--- src/rtl/gsquare_if.sv ---
// -----------------------------------------------------------------------------
// gsquare_if -- stream/bus bundle for the gsquare stochastic squaring unit.
//
// Signals:
//   en       advance enable; low freezes the counter and zeroes out
//   randNum  WIDTH-bit uniform random number, independent of the in source
//   in       unipolar input bitstream
//   out      registered squared bitstream
//   cnt_o    current counter value (binary estimate of P(in) * 2^WIDTH)
//
// Modports:
//   master   stream source / observer (drives en, randNum, in)
//   slave    the gsquare unit (drives out, cnt_o)
// -----------------------------------------------------------------------------
interface gsquare_if #(
    parameter int unsigned WIDTH = 5
);
    logic             en;
    logic [WIDTH-1:0] randNum;
    logic             in;
    logic             out;
    logic [WIDTH-1:0] cnt_o;

    modport master (
        output en,
        output randNum,
        output in,
        input  out,
        input  cnt_o
    );

    modport slave (
        input  en,
        input  randNum,
        input  in,
        output out,
        output cnt_o
    );
endinterface : gsquare_if

--- src/rtl/gsquare.sv ---
// -----------------------------------------------------------------------------
// gsquare -- stochastic squaring unit for unipolar bitstreams.
//
// out carries P(in)^2 with one cycle of latency. A saturating up/down counter
// tracks the running probability of in; comparing it against an independent
// random number regenerates a copy of the stream that is decorrelated from the
// current input bit. The live input ANDed with that copy is registered as out.
// Inverse of the stochastic square-root unit in the same library.
//
// Parameters:
//   WIDTH  counter and random-number width; stream resolution is 2^WIDTH
//   INIT   counter value loaded at reset (must be <= 2^WIDTH-1)
//
// Ports:
//   clk    single clock, rising edge
//   rst    synchronous, active-high reset (priority over everything)
//   bus    gsquare_if slave modport: en, randNum, in -> out, cnt_o
// -----------------------------------------------------------------------------
module gsquare #(
    parameter int unsigned WIDTH = 5,
    parameter int unsigned INIT  = 2 ** (WIDTH - 1)
) (
    input  logic      clk,
    input  logic      rst,
    gsquare_if.slave  bus
);

    localparam logic [WIDTH-1:0] CNT_INIT = INIT[WIDTH-1:0];
    localparam logic [WIDTH-1:0] CNT_MAX  = '1;
    localparam logic [WIDTH-1:0] CNT_MIN  = '0;

    // Counter action chosen each cycle.
    typedef enum logic [1:0] {
        CNT_HOLD = 2'd0,
        CNT_INC  = 2'd1,
        CNT_DEC  = 2'd2
    } cnt_op_e;

    logic [WIDTH-1:0] cnt_q, cnt_d;
    logic             out_q, out_d;
    logic             regen;
    cnt_op_e          cnt_op;

    // Regenerated stream: P(regen) = cnt / 2^WIDTH. It is 0 whenever cnt is 0,
    // and with cnt at maximum it is 0 only for the all-ones random number.
    assign regen = (cnt_q > bus.randNum);

    // Next-state logic.
    // NOTE: every signal assigned in always_comb gets a default first, so no
    // path leaves it unassigned and no latch is inferred.
    always_comb begin
        cnt_op = CNT_HOLD;
        cnt_d  = cnt_q;
        out_d  = 1'b0;

        if (bus.en) begin
            // regen comes from the pre-update counter, so the current input
            // bit never influences its own partner bit.
            out_d = bus.in & regen;

            // The counter moves only when in and regen disagree; the bound
            // checks keep it from wrapping in either direction.
            if (bus.in && !regen && (cnt_q != CNT_MAX)) begin
                cnt_op = CNT_INC;
            end else if (!bus.in && regen && (cnt_q != CNT_MIN)) begin
                cnt_op = CNT_DEC;
            end
        end

        unique case (cnt_op)
            CNT_INC:  cnt_d = cnt_q + 1'b1;
            CNT_DEC:  cnt_d = cnt_q - 1'b1;
            default:  cnt_d = cnt_q;
        endcase
    end

    // State registers. Reset discards the accumulated estimate entirely.
    // NOTE: sequential state uses non-blocking assignments so every flop
    // samples its pre-edge inputs regardless of statement order.
    always_ff @(posedge clk) begin
        if (rst) begin
            cnt_q <= CNT_INIT;
            out_q <= 1'b0;
        end else begin
            cnt_q <= cnt_d;
            out_q <= out_d;
        end
    end

    // Outputs come straight from flops: no combinational input-to-output path.
    assign bus.out   = out_q;
    assign bus.cnt_o = cnt_q;

endmodule : gsquare

--- src/flat_wrapper.sv ---
// flat-port wrapper written by rule: the top's interface ports become plain ports
module gsquare_flat 
#(
    parameter int unsigned WIDTH = 5,
    parameter int unsigned INIT  = 2 ** (WIDTH - 1)
)
  (clk, rst, bus_en, bus_randNum, bus_in, bus_out, bus_cnt_o);
  gsquare_if #(.WIDTH(WIDTH)) bus_i ();
  input  logic clk;
  input  logic rst;
  input wire logic [$bits(bus_i.en)-1:0] bus_en;
  input wire logic [$bits(bus_i.randNum)-1:0] bus_randNum;
  input wire logic [$bits(bus_i.in)-1:0] bus_in;
  output wire logic [$bits(bus_i.out)-1:0] bus_out;
  output wire logic [$bits(bus_i.cnt_o)-1:0] bus_cnt_o;
  assign bus_i.en = bus_en;
  assign bus_i.randNum = bus_randNum;
  assign bus_i.in = bus_in;
  assign bus_out = bus_i.out;
  assign bus_cnt_o = bus_i.cnt_o;
  gsquare #(.WIDTH(WIDTH), .INIT(INIT)) u_core (.clk(clk), .rst(rst), .bus(bus_i));
endmodule
--- config.mk ---
export PLATFORM = sky130hd
export DESIGN_NAME = gsquare_flat
export DESIGN_NICKNAME = d
export VERILOG_FILES = /design/src/rtl/gsquare_if.sv /design/src/rtl/gsquare.sv /design/src/flat_wrapper.sv
export SDC_FILE = /design/constraint.sdc
export NUM_CORES = 1
export LEC_CHECK = 0
export CAP_MARGIN = 20
export CORE_AREA = 2 2 39 41
export DETAILED_ROUTE_END_ITERATION = 10
export DIE_AREA = 0 0 41 43
export MAX_ROUTING_LAYER = met4
export PLACE_DENSITY = 0.69
export SKIP_CTS_REPAIR_TIMING = 1
export SLEW_MARGIN = 10
export SYNTH_ARGS = -nofsm -noshare
export SYNTH_HDL_FRONTEND = slang
export SYNTH_SLANG_ARGS = --single-unit
--- constraint.sdc ---
create_clock -name clk -period 5.2 [get_ports clk]
set_input_delay 0.78 -clock clk [delete_from_list [all_inputs] [get_ports clk]]
set_output_delay 0.78 -clock clk [all_outputs]
set_load 0.03 [all_outputs]
# Word-level counts from Yosys, hierarchy flattened
# Cells that the tools add are included.
# word_totals
output_inout_bits,6
register_bits,6
input_bits,9
elab_cells,23
# classes
n_eq_ne,3
n_lt_le_gt_ge,1
bitwise,2
add_sub_neg,2
mux,4
reduce_logical,9
# op_table
op,count
5-bit case mux with 2 select lines,1
2-bit 2-to-1 mux,3
5-bit by 1-bit adder with 5-bit output (second input constant),1
5-bit > comparator,1
5-bit inequality test (second input constant),1
5-bit nonzero test,1
5-bit by 1-bit subtractor with 5-bit output (second input constant),1
1-bit logical AND,4
2-bit by 1-bit equality test with 1-bit output (second input constant),1
2-bit equality test (second input constant),1
1-bit logical NOT,2
2-bit nonzero test,1
2-bit OR reduction,1
1-bit AND,1
1-bit inverter,1

# Logic depth before layout (Yosys ltp)
# logic_depth
depth_word,8
ltp_mapped,13
depth_no_buf,13

# Worst setup path after synthesis
# OpenSTA, ideal clock, no wires.
# synth_path
kind,input port to flip-flop
from,in bus_randNum[1]
to,"reg u_core.cnt_q[4], in the netlist u_core.bus.cnt_o[4]"
setup_time_ns,0.072
setup_slack_ns,2.046
n_path_buf,0
t_arrival_ns,3.082
required_time_ns,5.128
cell_stages,13
cell_sequence,inv_1 ha_1 nor2b_1 o211ai_1 a21o_1 a2111oi_2 ha_1 inv_1 fa_1 nor2b_1 o22ai_1 mux2i_1 mux2i_1
# synth_via
elab_chain_len,8
elab_cells_between_ends,13
classes_between,order compare (1); eq/ne (2); mux (4); reduce/logical (6)
# synth_rtl
element,line_no,rtl
from (decl),flat_wrapper.sv:12,input wire logic [$bits(bus_i.randNum)-1:0] bus_randNum;
5-bit > comparator (*),gsquare.sv:46,assign regen = (cnt_q > bus.randNum);
1-bit logical AND / 1-bit logical NOT (equally long branches),"gsquare.sv:65, gsquare.sv:63",
1-bit logical AND (on tied branches),"gsquare.sv:65, gsquare.sv:63",
2-bit 2-to-1 mux / 1-bit logical AND (equally long branches),"gsquare.sv:65, gsquare.sv:63",
2-bit 2-to-1 mux (*),gsquare.sv:63,if (bus.in && !regen && (cnt_q != CNT_MAX)) begin
2-bit 2-to-1 mux (*),gsquare.sv:56,if (bus.en) begin
2-bit equality test / 2-bit by 1-bit equality test with 1-bit output (equally long branches),gsquare.sv:70,unique case (cnt_op)
5-bit case mux with 2 select lines / 2-bit nonzero test (equally long branches),-,
to (signal assigned),gsquare.sv:85,cnt_q <= cnt_d;
to (decl),gsquare.sv:39,"logic [WIDTH-1:0] cnt_q, cnt_d;"
# Mark *: on every way between the ends. The rest lies on a longest branch, timed or not.
# A chain may end at the register's enable or synchronous reset.

# Final worst setup path
# Same ends and word-level chain as after synthesis.

==> qor.yml <==
status: "finished, final reports clean"
reg2reg_slack_ns: 2.21
startpoint_type: "primary input"
hold_violations: 0
grt_pass1_wl_mm: 2.049
worstPathRequired_ns: 5.37
num-fill-cells: 145
multiInputGateArea_sq_um: 369.1
dieArea_sq_mm: 0.001763
num_vias: 509
power_density_mw_per_mm2: 201.9
antenna_found_initial: 0
min_period_ns: 3.557
postPlaceCellArea_sq_um: 679.4
ys_types: 24
rows: 14
wl_mm: 1.145
worstSetupEndpointType: "register"
hold_path_end: "u_core.bus.cnt_o[0]$_SDFFE_PP0P_"
clock_skew_ns: 0.0005665
irDropWorstVdd_v: 0.0001614
finalSetupViolCount: 0
avgViaCountPerCell: 5.415
route.detailed.drc: 0
worstMarginPinSlew_ns: 0.3181
layout.nets: 99
path_clk_slew_ns: 0.05
rsz0062_at_grt: "false"
worstSetupPathType: "primary input to register"
first_pass_iters: 4
place_congestion: 0.8268
cts_buffers: 3
r2r_cells: 13
pin_count: 15
h-tree-depth: 1
synth-seq-cells: 6
final_area_sq_um: 701.9
die_y_microns: 43
area_growth_pct: 31.07
grt_pass1_vias: 501
cts_buffer_depth: 2
grt.overflow.total: 0
dp_hpwl_microns: 911.7
critPathArrivalTime_ns: 3.73
worstHoldStart: "u_core.bus.cnt_o[0]$_SDFFE_PP0P_"
setup-tns-final_ns: 0
drv_slew: 0
antennaDiodeCount: 0
fmax_mhz: 281.2
yosysSeqAreaShare_pct: 22.43
hold_class: "register to register"
place_worst_setup_slack_ns: 1.396
whs_path_depth: 2
yosys_warnings: 0
relSlewSlack_pct: 78.60
reg2reg_from: "u_core.bus.cnt_o[0]$_SDFFE_PP0P_"
initial_core_util_pct: 38.70
die_x_microns: 41
drtIter0Drc: 6
cts_sinks: 6
critical_path.startpoint: "bus_randNum[1]"
syn_area_sq_um: 535.5
cts_root_buf: "clkbuf_4"
worstReg2RegEnd: "u_core.bus.cnt_o[4]$_SDFFE_PP1P_"
cts_tree: "done"
p_leak_nw: 0.3263
clk_latency_ns: 0.24
finalCritPeriodShare_pct: 68.40
grtUsageTotal_pct: 17.54
grt_max_degree: 11
port_buffers: 14
synth_nets: 82
avgSynthCellArea_sq_um: 8.500
drv_cap: 0
regArea_sq_um: 120.1
fp.coreArea_sq_mm: 0.001384
post_drt_wl_per_cell_microns: 12.18
drtAntennaViolNets: 0
synth_cells: 63
worst_slack_ns: 1.643
critical_path_peak_fanout: 5
layout-drive-gt1-share_pct: 5.128
Yosys cell counts:
cell type / number / share of area [%]
dfxtp_1: 6 / 22
and4bb_1: 1 / 2.3
ha_1: 9 / 21
nor3_1: 2 / 1.9
fa_1: 1 / 3.7
or3_1: 1 / 1.2
o22ai_1: 1 / 1.2
or2_0: 1 / 1.2
clkbuf_2: 1 / 0.93
a21oi_1: 3 / 2.8
o211ai_1: 1 / 1.4
a2111oi_2: 1 / 2.8
nor4_1: 2 / 2.3
a211oi_1: 1 / 1.4
a21o_1: 2 / 2.8
mux2i_1: 3 / 5.6
buf_6: 1 / 2.1
o2111ai_1: 1 / 1.6
nor2_1: 8 / 5.6
xor2_1: 1 / 1.6
nand2_1: 2 / 1.4
nor2b_1: 4 / 4.7
nand4_1: 2 / 2.3
inv_1: 8 / 5.6
state kept, by name, summed over array words and instances, names as in the netlist:
| register | cells |
|---|---|
| u_core.bus.out | 1 |
| u_core.bus.cnt_o | 5 |
report_power, final:
part / internal, mW / switching (mW) / total [mW]
Clock: 0.0261 / 0.0168 / 0.0429
Sequential: 0.0489 / 0.00390 / 0.0528
Combinational: 0.0220 / 0.0241 / 0.0461
Total: 0.0970 / 0.0448 / 0.142
logic make-up (layout without fill, tap and decap cells):
family | count (synthesis) | count (layout) | share of synthesized area, %
multiplexers | 3 | 3 | 5.608
adder cells (fa/ha/maj) | 10 | 10 | 24.77
XOR/XNOR | 1 | 1 | 1.636
AND/OR/NAND/NOR | 23 | 23 | 22.90
AO/OA/AOI/OAI | 10 | 10 | 14.02
buffers and inverters | 10 | 25 | 8.644
flip-flops | 6 | 6 | 22.43
metal layers:
layer	share of wire (%)	vias to the layer above	routed length [microns]	global-route usage, %
li1	-	252	-	-
met1	45	243	518	21.43
met2	50	14	571	26.88
met3	4.8	0	55	6.283
met4	0	0	0	4.000
met5	0	-	0	-
final cells by class:
| cell class | instances | share of cell area (%) |
|---|---|---|
| Inverter | 8 | 4.278 |
| Clock buffer | 3 | 3.209 |
| Tap cell | 16 | 2.852 |
| Sequential cell | 6 | 17.11 |
| Timing Repair Buffer | 14 | 19.96 |
| Multi-Input combinational cell | 47 | 52.58 |
cells in the final DEF (no fill, tap or decap), drive strengths merged:
master and instances:
a211oi 1, o22ai 1, o211ai 1, dfxtp 6, clkbuf 3, o2111ai 1
ha 9, nor2b 4, a21oi 3, nand4 2, a21o 2, clkdlybuf4s50 14
fa 1, xor2 1, a2111oi 1, nor2 8, nor4 2, inv 8
or3 1, or2 1, nand2 2, mux2i 3, nor3 2, and4bb 1
worst max-delay path, cell delays in order:
cell	delay, ns
clkdlybuf4s50_1	0.45
inv_1	0.04
ha_1	0.28
nor2b_1	0.13
o211ai_1	0.09
a21o_1	0.20
a2111oi_2	0.34
ha_1	0.31
inv_1	0.09
fa_1	0.38
nor2b_1	0.17
o22ai_1	0.12
mux2i_1	0.18
mux2i_1	0.18
worst max path at each step:
| stage | end | slack, ns | cells past startpoint |
|---|---|---|---|
| after global placement | u_core.bus.cnt_o[4]$_SDFFE_PP1P_ | 1.44 | 14 |
| after CTS | u_core.bus.cnt_o[4]$_SDFFE_PP1P_ | 1.64 | 14 |
| final | u_core.bus.cnt_o[4]$_SDFFE_PP1P_ | 1.64 | 14 |
| after detailed placement | u_core.bus.cnt_o[4]$_SDFFE_PP1P_ | 1.40 | 14 |
| after global routing | u_core.bus.cnt_o[4]$_SDFFE_PP1P_ | 1.36 | 14 |
| after floorplan | u_core.bus.cnt_o[4]$_SDFFE_PP1P_ | 2.05 | 13 |
metrics by stage:
step           hold slack, ns  total power, mW  utilization, %  std cells
6_report               0.5688           0.1418           50.72         94
2_1_floorplan          0.6729          0.08396               -         63
3_5_place_dp           0.5551           0.1000           49.10         91
4_1_cts                0.5815           0.1447           50.72         94
3_3_place_gp           0.5567          0.09934           49.10         91
5_1_grt                0.6233           0.1562           50.72         94
Note: power is estimated with default switching activity, not from simulation.
